### config.mk
export PLATFORM = sky130hd
export DESIGN_NAME = comparator_2bit
export DESIGN_NICKNAME = d
export VERILOG_FILES = /design/src/rtl/comp_pkg.sv /design/src/rtl/comp_bit_cell.sv /design/src/rtl/comparator_2bit.sv
export SDC_FILE = /design/constraint.sdc
export NUM_CORES = 1
export LEC_CHECK = 0
export BUFFER_PORTS_ARGS = -buffer_cell sky130_fd_sc_hd__buf_4
export CORE_AREA = 3 3 40 42
export DETAILED_ROUTE_END_ITERATION = 7
export DIE_AREA = 0 0 43 45
export GPL_TIMING_DRIVEN = 0
export SLEW_MARGIN = 40
export SYNTH_ARGS = -nofsm -noshare
export SYNTH_HDL_FRONTEND = slang
export SYNTH_HIERARCHICAL = 1
export SYNTH_SLANG_ARGS = --single-unit
### constraint.sdc
create_clock -name clk -period 1.5 [get_ports clk]
set_input_delay 0.15 -clock clk [delete_from_list [all_inputs] [get_ports clk]]
set_output_delay 0.15 -clock clk [all_outputs]
set_load 0.05 [all_outputs]
### src/rtl/comp_pkg.sv
// Shared types and constants for the registered magnitude comparator.
package comp_pkg;

    // Encoded comparison outcome, decoded into one-hot flags at the output stage.
    typedef enum logic [1:0] {
        CMP_EQ = 2'd0,
        CMP_GT = 2'd1,
        CMP_LT = 2'd2
    } cmp_res_t;

    // Operand width used when the instantiating block does not override it.
    localparam int COMP_WIDTH_DEFAULT = 2;

endpackage

### src/rtl/comp_bit_cell.sv
// One stage of an MSB-first magnitude cascade. A decision already made by a
// more-significant stage passes straight through; otherwise this bit decides.
module comp_bit_cell (
    input  logic a_bit,
    input  logic b_bit,
    input  logic gt_hi,
    input  logic lt_hi,
    output logic gt,
    output logic lt
);

    // Forward an upstream decision, or resolve on this bit pair.
    always_comb begin
        gt = 1'b0;
        lt = 1'b0;
        if (gt_hi || lt_hi) begin
            gt = gt_hi;
            lt = lt_hi;
        end else begin
            gt = a_bit & ~b_bit;
            lt = ~a_bit & b_bit;
        end
    end

endmodule

### src/rtl/comparator_2bit.sv
// Registered magnitude comparator: one-hot gt/lt/eq flags one cycle after a
// valid operand pair. Flags hold while in_valid is low; out_valid marks a
// fresh result.
// Build option: define COMP_2BIT_SIGNED_EN to treat operands as two's
// complement (the sign bit stage compares with operand roles swapped).
module comparator_2bit
    import comp_pkg::*;
#(
    parameter int WIDTH = COMP_WIDTH_DEFAULT
) (
    input  logic             clk,
    input  logic             rst_n,
    input  logic [WIDTH-1:0] a,
    input  logic [WIDTH-1:0] b,
    input  logic             in_valid,
    output logic             gt,
    output logic             lt,
    output logic             eq,
    output logic             out_valid
);

    // Cascade nets: index WIDTH is the undecided seed above the MSB,
    // index 0 carries the final decision out of the LSB cell.
    logic [WIDTH:0]   gt_chain_s;
    logic [WIDTH:0]   lt_chain_s;
    logic [WIDTH-1:0] cell_a_s;
    logic [WIDTH-1:0] cell_b_s;
    cmp_res_t         res_s;

    logic gt_r;
    logic lt_r;
    logic eq_r;
    logic out_valid_r;

    assign gt_chain_s[WIDTH] = 1'b0;
    assign lt_chain_s[WIDTH] = 1'b0;

    // Select per-cell operands; a set sign bit means "smaller" in the signed build.
    always_comb begin
        cell_a_s = a;
        cell_b_s = b;
`ifdef COMP_2BIT_SIGNED_EN
        cell_a_s[WIDTH-1] = b[WIDTH-1];
        cell_b_s[WIDTH-1] = a[WIDTH-1];
`else
        cell_a_s[WIDTH-1] = a[WIDTH-1];
        cell_b_s[WIDTH-1] = b[WIDTH-1];
`endif
    end

    for (genvar i = 0; i < WIDTH; i++) begin : g_cell
        comp_bit_cell u_cell (
            .a_bit (cell_a_s[i]),
            .b_bit (cell_b_s[i]),
            .gt_hi (gt_chain_s[i+1]),
            .lt_hi (lt_chain_s[i+1]),
            .gt    (gt_chain_s[i]),
            .lt    (lt_chain_s[i])
        );
    end

    // Collapse the cascade outputs into a single encoded result.
    always_comb begin
        res_s = CMP_EQ;
        if (gt_chain_s[0]) begin
            res_s = CMP_GT;
        end else if (lt_chain_s[0]) begin
            res_s = CMP_LT;
        end else begin
            res_s = CMP_EQ;
        end
    end

    // Output registers: load flags on valid input, otherwise hold them; out_valid tracks in_valid.
    always_ff @(posedge clk or negedge rst_n) begin
        if (!rst_n) begin
            gt_r        <= 1'b0;
            lt_r        <= 1'b0;
            eq_r        <= 1'b0;
            out_valid_r <= 1'b0;
        end else if (in_valid) begin
            case (res_s)
                CMP_GT:  {gt_r, lt_r, eq_r} <= 3'b100;
                CMP_LT:  {gt_r, lt_r, eq_r} <= 3'b010;
                CMP_EQ:  {gt_r, lt_r, eq_r} <= 3'b001;
                default: {gt_r, lt_r, eq_r} <= 3'b000;
            endcase
            out_valid_r <= 1'b1;
        end else begin
            out_valid_r <= 1'b0;
        end
    end

    assign gt        = gt_r;
    assign lt        = lt_r;
    assign eq        = eq_r;
    assign out_valid = out_valid_r;

endmodule

==> results.json, run 1 <==
{
  "die_width_um": 43,
  "port_buffers": 10,
  "cpPeakStageDelay_ps": 270,
  "crit_type": "input port to flop",
  "die_area_um2": 1940,
  "synth_compound_area_share_pct": 10.2,
  "hold_class": "input port to flop",
  "skew_ps": 0,
  "cts_tree": "built",
  "grt_max_degree": 6,
  "critical_path_buf_inv_count": 1,
  "cpMostUsedCell": "or2_1",
  "seqPwrFrac_pct": 35.6,
  "finalSetupViolations": 0,
  "drt-total-wl_um": 378,
  "ys_types": 10,
  "required_ps": 1610,
  "drv_cap": 0,
  "max_freq_mhz": 1000,
  "cts_htree_levels": 1,
  "finalHoldViolCount": 0,
  "core_um2": 1280,
  "finalPower_w": 0.000343,
  "grt_pass1_vias": 189,
  "start_util_pct": 15.3,
  "yosys_register_bits": 4,
  "dp_hpwl_um": 312,
  "diodes": 0,
  "ant_nets": 0,
  "synth_top_family_by_area": "simple AND/OR/NAND/NOR gates",
  "regArea_um2": 100,
  "yosys_warnings": 6,
  "cts-root-buf": "clkbuf_4",
  "swShare_pct": 28.9,
  "post_drt_wl_per_cell_um": 7.41,
  "chipHeight_um": 45,
  "place_ws_ps": 253,
  "cts.sinks": 4,
  "via_per_inst": 3.45,
  "synthMuxAreaShare_pct": 11.5,
  "rows": 13,
  "avgSynthCellArea_um2": 10.3,
  "dr.pass1.iters": 1,
  "critical_path_arrival_ps": 1110,
  "critical_path.top_delay_family": "simple AND/OR/NAND/NOR gates",
  "syn_area_um2": 196,
  "rsz0062_at_grt": "no",
  "clk_pin_slew_ps": 40,
  "drt_iter0_drc": 0,
  "p_int_w": 0.000244,
  "cts_made_buffers": 3,
  "end_kind": "flop",
  "cellPowerDensity_nw_per_um2": 1030,
  "io_pins": 11,
  "final_core_util_pct": 26.0,
  "drv_slew": 0,
  "fin_nets": 45,
  "nFillCells": 142,
  "clockBufferDepth": 2,
  "grt.total_usage_pct": 5.35,
  "synthXorXnorAreaFrac_pct": 0,
  "critical-path-slowest-cell": "mux2_2",
  "cellLeakagePower_nw": 0.169,
  "status": "finished, final reports clean",
  "placed_area_um2": 302,
  "critPathMaxFanout": 3,
  "fin_ws_ps": 501,
  "multiInputGateArea_um2": 104,
  "syn2layout_area_growth_pct": 70.1,
  "seq_area_frac_synth_pct": 51.0,
  "clk_latency_ps": 230,
  "synth_cells": 19,
  "crit_chain": "buf_4 -> nor3b_1 -> or2_1 -> or2_1 -> mux2_2",
  "clkPwrFrac_pct": 38.3,
  "p_switching_w": 0.0000991,
  "antenna_found_initial": 0,
  "vias": 176,
  "period_needed_ps": 999,
  "start_kind": "input port",
  "yosys.area_share.simple_pct": 23.6,
  "synth_fa_ha_area_share_pct": 0,
  "drc_errors": 0,
  "min_period_over_period_pct": 66.6,
  "combPwrFrac_pct": 26.0,
  "drive_gt1_share_pct": 41.7,
  "setup_tns_ps": 0,
  "postCtsResizedCells": 0,
  "peakVddDrop_uv": 395,
  "grt-ovfl-total": 0,
  "gp_congestion": 0.552,
  "fin_area_um2": 334,
  "grt_first_pass_wirelength_um": 676
}
per-layer routing:
layer / part of all wire, % / GRT usage, %
met3: 6.9 / 5.98
met4: 0 / 3.61
met2: 49 / 7.19
met5: 0 / 0
met1: 44 / 4.62
worst paths after layout:
kind | slack (ps) | end | depth (start not counted) | from
max reg2reg | 760 | eq | 1 | eq
min in group asynchronous | 250 | lt | 2 | rst_n
min | 60 | out_valid | 1 | in_valid
max | 500 | gt | 5 | a[1]
min reg2reg | 510 | gt | 1 | gt
max in group asynchronous | 1150 | eq | 2 | rst_n
through the flow:
step | instances | hold WS (ps)
floorplan | 22 | -146
global placement | 47 | -51.5
detailed placement | 47 | -51.7
CTS | 51 | 52.6
global route | 51 | 52.1
finish | 51 | 60.9
power groups by stage:
stage / combinational (W) / clock, W / sequential [W]
after floorplan: 0.0000197 / 0 / 0.000157
after global placement: 0.0000881 / 0 / 0.000124
after detailed placement: 0.0000881 / 0 / 0.000124
after CTS: 0.0000903 / 0.000140 / 0.000123
after global routing: 0.0000965 / 0.000150 / 0.000124
final: 0.0000892 / 0.000132 / 0.000122
cell families (layout without fill, tap and decap cells):
group,Yosys count,count (layout)
flip-flops,4,4
multiplexers,2,2
other,1,4
AND/OR/NAND/NOR,8,8
buffers and inverters,1,15
AO/OA/AOI/OAI,3,3
sequential cells by signal, indices dropped and copies added (netlist names):
register / count
out_valid: 1
eq: 1
lt: 1
gt: 1
timing repair:
item	in CTS	in global routing
buffers inserted	0	0
endpoints found under the hold margin	4	0
hold buffers	1	0
synth_stat cells:
cell type	instances	area, um^2
nand3b_1	1	7.51
mux2_2	2	22.5
inv_1	1	3.75
a21o_1	2	15.0
nor3b_1	2	15.0
dfrtp_1	4	100
o21ai_0	1	5.00
or2_1	2	12.5
nor2_1	3	11.3
conb_1	1	3.75
final cells by class:
cell class,count,share of cell area [%]
tap,15,5.62
sequential,4,30.0
multi-input combinational,17,31.1
timing repair buffer,11,25.5
inverter,1,1.12
clock buffer,3,6.74
cell usage in the layout (no fill, tap or decap):
master,n
o21ai_0,1
conb_1,4
buf_4,10
dlygate4sd3_1,1
inv_1,1
nand3b_1,1
a21o_1,2
clkbuf_4,3
nor2_1,3
mux2_2,2
dfrtp_1,4
or2_1,2
nor3b_1,2
No activity file was read; power rests on OpenSTA's default activity.
==> run 2: changes to the inputs <==
clock period = 0.9 ns   (was 1.5 ns; I/O delays follow)
==> results.json, run 2 (synthesized netlist as in run 1, its figures left out) <==
{
  "status": "finished, violations left",
  "drv_cap": 0,
  "min_period_over_period_pct": 104,
  "grt.total_usage_pct": 6.60,
  "violations": "negative setup slack",
  "worst-r2r-cell-count": 1,
  "critPathMaxFanout": 2,
  "clk_latency_ps": 240,
  "gp_congestion": 0.532,
  "cellPowerDensity_nw_per_um2": 1590,
  "required_ps": 1020,
  "die_area_um2": 1940,
  "core_um2": 1280,
  "skew_ps": 0,
  "crit_end": "eq",
  "grt_max_degree": 6,
  "port_buffers": 10,
  "cts_tree": "built",
  "drt-total-wl_um": 457,
  "rsz0062_at_grt": "yes",
  "cts-root-buf": "clkbuf_4",
  "period_needed_ps": 936,
  "reg2reg_to": "eq",
  "grtUsageMet3_pct": 4.78,
  "nFillCells": 150,
  "layout_commonest_cell": "buf_4",
  "multiInputGateArea_um2": 120,
  "via_per_inst": 3.74,
  "vias": 198,
  "start_util_pct": 15.3,
  "cts.sinks": 4,
  "peakVddDrop_uv": 448,
  "dp_hpwl_um": 337,
  "hold_slack_ps": 82.3,
  "startpoint": "a[1]",
  "drt_iter0_drc": 1,
  "finalHoldViolCount": 0,
  "cts_made_buffers": 3,
  "fin_ws_ps": -35.5,
  "drc_errors": 0,
  "grt-ovfl-total": 0,
  "grt_first_pass_wirelength_um": 834,
  "finalPower_w": 0.000614,
  "grt_pass1_vias": 224,
  "chipHeight_um": 45,
  "io_pins": 11,
  "ant_nets": 0,
  "use_met2_pct": 9.88,
  "cellLeakagePower_nw": 0.186,
  "use_met1_pct": 6.08,
  "end_kind": "flop",
  "hold_class": "input port to flop",
  "hold_depth": 2,
  "drive_gt1_share_pct": 52.6,
  "final_cell_mix": "7 x buf_4, 4 x conb_1, 4 x buf_6, 3 x clkbuf_4",
  "top_usage_layer": "met2",
  "r2r_start": "eq",
  "clockBufferDepth": 2,
  "dr.pass1.iters": 2,
  "max_freq_mhz": 1070,
  "r2r_slack_ps": 120,
  "die_width_um": 43,
  "critical_path_arrival_ps": 1050,
  "rows": 13,
  "post_drt_wl_per_cell_um": 8.62,
  "syn2layout_area_growth_pct": 96.2,
  "clk_pin_slew_ps": 40,
  "fin_nets": 47,
  "crit_type": "input port to flop",
  "drv_slew": 0,
  "cts_htree_levels": 1,
  "regArea_um2": 103,
  "finalSetupViolations": 2,
  "start_kind": "input port",
  "antenna_found_initial": 0,
  "final_core_util_pct": 30.0,
  "setup_tns_ps": -67.4,
  "diodes": 0
}
-- run 2: changes by cell type in the layout (fill, tap and decap cells not counted) --
cell	change
dfrtp_2	+2
dlygate4sd3_1	+1
mux2_2	-1
buf_4	-3
nor3b_2	+1
nor3b_1	-1
nor2_1	-1
mux2_4	+1
dfrtp_1	-2
buf_6	+4
nor2_4	+1
-- run 2: cell type report --
type | count | area share, %
Inverter | 1 | 0.974
Timing Repair Buffer | 13 | 30.5
Sequential cell | 4 | 26.6
Multi-Input combinational cell | 17 | 31.2
Tap cell | 15 | 4.87
Clock buffer | 3 | 5.84
-- run 2: worst min path at each step --
stage,start,endpoint,slack (ps)
3_3_place_gp,rst_n,lt,-110
5_1_grt,in_valid,lt,110
4_1_cts,in_valid,lt,80
2_1_floorplan,rst_n,eq,-210
3_5_place_dp,rst_n,lt,-110
6_report,in_valid,lt,80
-- run 2: stage by stage --
step	worst slack (ps)	cell area, um^2	cells
after floorplan	-56.1	221	22
after global placement	-317	315	47
after detailed placement	-324	315	47
after CTS	-32.9	385	53
after global routing	-75.9	385	53
final	-35.5	385	53
-- run 2: critical path, stage by stage --
cell	delay, ps
buf_6	100
nor3b_2	140
or2_1	210
nor2_1	90
a21o_1	130
nor2_1	50
mux2_4	250
-- run 2: power by group --
group / total, W / leakage [nW] / switching (W) / internal, W
clock: 0.000229 / 0.0138 / 0.0000797 / 0.000150
sequential: 0.000209 / 0.0468 / 0.0000103 / 0.000198
combinational: 0.000176 / 0.125 / 0.0000939 / 0.0000821
total: 0.000614 / 0.186 / 0.000184 / 0.000430
-- run 2: metal layers --
layer	wire (um)	up-vias	part of all wire (%)
li1	-	98	-
met1	162	91	35
met2	236	7	52
met3	44	2	9.6
met4	14	0	3.1
met5	0	-	0
-- run 2: timing repair --
action | CTS | global route
setup buffers | 1 | 0
pin swaps | 5 | 1
setup endpoints to repair | 5 | 6
gates resized for setup | 5 | 0
hold endpoints to repair | 5 | 0
hold buffers | 2 | 0
==> run 3: changes to the inputs <==
CTS_BUF_LIST = sky130_fd_sc_hd__clkbuf_16   (was unset)
==> results.json, run 3 (synthesized netlist as in run 1, its figures left out) <==
{
  "status": "finished, violations left",
  "clockBufferDepth": 2,
  "fin_area_um2": 428,
  "layout_commonest_cell": "buf_4",
  "grt_pass1_vias": 222,
  "hold_path.startpoint": "in_valid",
  "worst-r2r-cell-count": 1,
  "drt-total-wl_um": 445,
  "critPathMaxFanout": 2,
  "p_switching_w": 0.000222,
  "cpPeakStageDelay_ps": 250,
  "drive_gt1_share_pct": 54.1,
  "dr.pass1.iters": 1,
  "cellPowerDensity_nw_per_um2": 2490,
  "core_um2": 1280,
  "r2r_slack_ps": 120,
  "grt_max_degree": 6,
  "hold_class": "input port to flop",
  "ant_nets": 0,
  "swShare_pct": 20.8,
  "syn2layout_area_growth_pct": 118,
  "drc_errors": 0,
  "drv_cap": 0,
  "cts_htree_levels": 1,
  "peakVddDrop_uv": 677,
  "cts_tree": "built",
  "fin_ws_ps": -49.8,
  "die_area_um2": 1940,
  "r2r_start": "eq",
  "nFillCells": 141,
  "drt_iter0_drc": 0,
  "worstHoldEndpoint": "out_valid",
  "diodes": 0,
  "final_cell_count_no_fill": 52,
  "p_int_w": 0.000845,
  "fin_nets": 46,
  "setup_tns_ps": -99.3,
  "antenna_found_initial": 0,
  "clk_latency_ps": 220,
  "skew_ps": 0,
  "start_util_pct": 15.3,
  "end_kind": "flop",
  "reg2reg_to": "eq",
  "io_pins": 11,
  "seqPwrFrac_pct": 19.5,
  "gp_congestion": 0.532,
  "finalHoldViolCount": 0,
  "cellLeakagePower_nw": 0.205,
  "required_ps": 1000,
  "final_cell_mix": "7 x buf_4, 4 x conb_1, 4 x buf_6, 3 x clkbuf_16",
  "chipHeight_um": 45,
  "grt.total_usage_pct": 7.18,
  "violations": "negative setup slack",
  "vias": 192,
  "critical_path_arrival_ps": 1050,
  "period_needed_ps": 950,
  "die_width_um": 43,
  "cts.sinks": 4,
  "crit_type": "input port to flop",
  "max_freq_mhz": 1050,
  "critical-path-slowest-cell": "mux2_4",
  "clkPwrFrac_pct": 64.3,
  "cpMostUsedCell": "nor2_1",
  "hold_depth": 1,
  "crit_chain": "buf_6 -> nor3b_2 -> or2_1 -> nor2_1 -> a21o_1 -> nor2_1 -> mux2_4",
  "via_per_inst": 3.69,
  "post_drt_wl_per_cell_um": 8.56,
  "combPwrFrac_pct": 16.2,
  "drv_slew": 0,
  "grt-ovfl-total": 0,
  "finalSetupViolations": 2,
  "cts_made_buffers": 3,
  "grt_first_pass_wirelength_um": 855,
  "dpl.cell_count": 47,
  "rows": 13,
  "placed_area_um2": 315,
  "rsz0062_at_grt": "yes",
  "clk_pin_slew_ps": 30,
  "cts-root-buf": "clkbuf_16",
  "dp_hpwl_um": 337,
  "min_period_over_period_pct": 106,
  "start_kind": "input port",
  "port_buffers": 10
}
## run 3: changes by cell type in the layout (fill, tap and decap cells not counted), sizes merged
cell,delta
dlygate4sd3,-1
## run 3: worst max-delay path by stage
stage	endpoint	from	cells after the start	slack, ps
floorplan	eq	b[1]	5	-60
global placement	eq	a[1]	7	-320
detailed placement	eq	a[1]	7	-320
CTS	eq	a[1]	7	-50
global route	eq	a[1]	7	-100
finish	eq	a[1]	7	-50
## run 3: worst max-delay path: cells and delay by family
family / cells / cell delay [ps]
multiplexers: 1 / 250
buffers and inverters: 1 / 100
AND/OR/NAND/NOR: 4 / 490
AO/OA/AOI/OAI: 1 / 130
## run 3: stage by stage
| step | hold slack (ps) | worst slack [ps] | util, % | power, W |
|---|---|---|---|---|
| 2_1_floorplan | -206 | -56.1 | - | 0.000302 |
| 3_3_place_gp | -112 | -317 | 24.5 | 0.000362 |
| 3_5_place_dp | -111 | -324 | 24.5 | 0.000363 |
| 4_1_cts | 17.0 | -54.1 | 32.7 | 0.00108 |
| 5_1_grt | 11.4 | -95.1 | 33.3 | 0.00114 |
| 6_report | 18.4 | -49.8 | 33.3 | 0.00107 |
## run 3: timing repair
action / 4_1_cts / 5_1_grt
gates cloned: 0 / 0
gates resized for setup: 3 / 2
hold buffers: 1 / 0
buffers inserted: 1 / 0
pin swaps: 5 / 1
setup endpoints to repair: 3 / 5
hold endpoints to repair: 4 / 0
## run 3: per-layer routing
layer,up-vias,track usage (%),routed length (um)
li1,95,-,-
met1,90,6.33,152
met2,7,9.88,243
met3,0,5.98,49
met4,0,7.23,0
met5,-,0,0
## run 3: final cells by class
class                   instances  area [um^2]  share of cell area [%]
clock buffers                   3         75.1                    17.5
inverters                       1         3.75                   0.877
multi-input cells              17          120                    28.1
well taps                      15         18.8                    4.39
repair buffers                 12          108                    25.1
flip-flops and latches          4          103                    24.0
## run 3: power by group through the flow
stage / sequential (W) / combinational (W) / clock (W)
3_3_place_gp: 0.000208 / 0.000154 / 0
3_5_place_dp: 0.000208 / 0.000154 / 0
6_report: 0.000209 / 0.000173 / 0.000686
2_1_floorplan: 0.000265 / 0.0000378 / 0
5_1_grt: 0.000213 / 0.000184 / 0.000739
4_1_cts: 0.000208 / 0.000169 / 0.000707
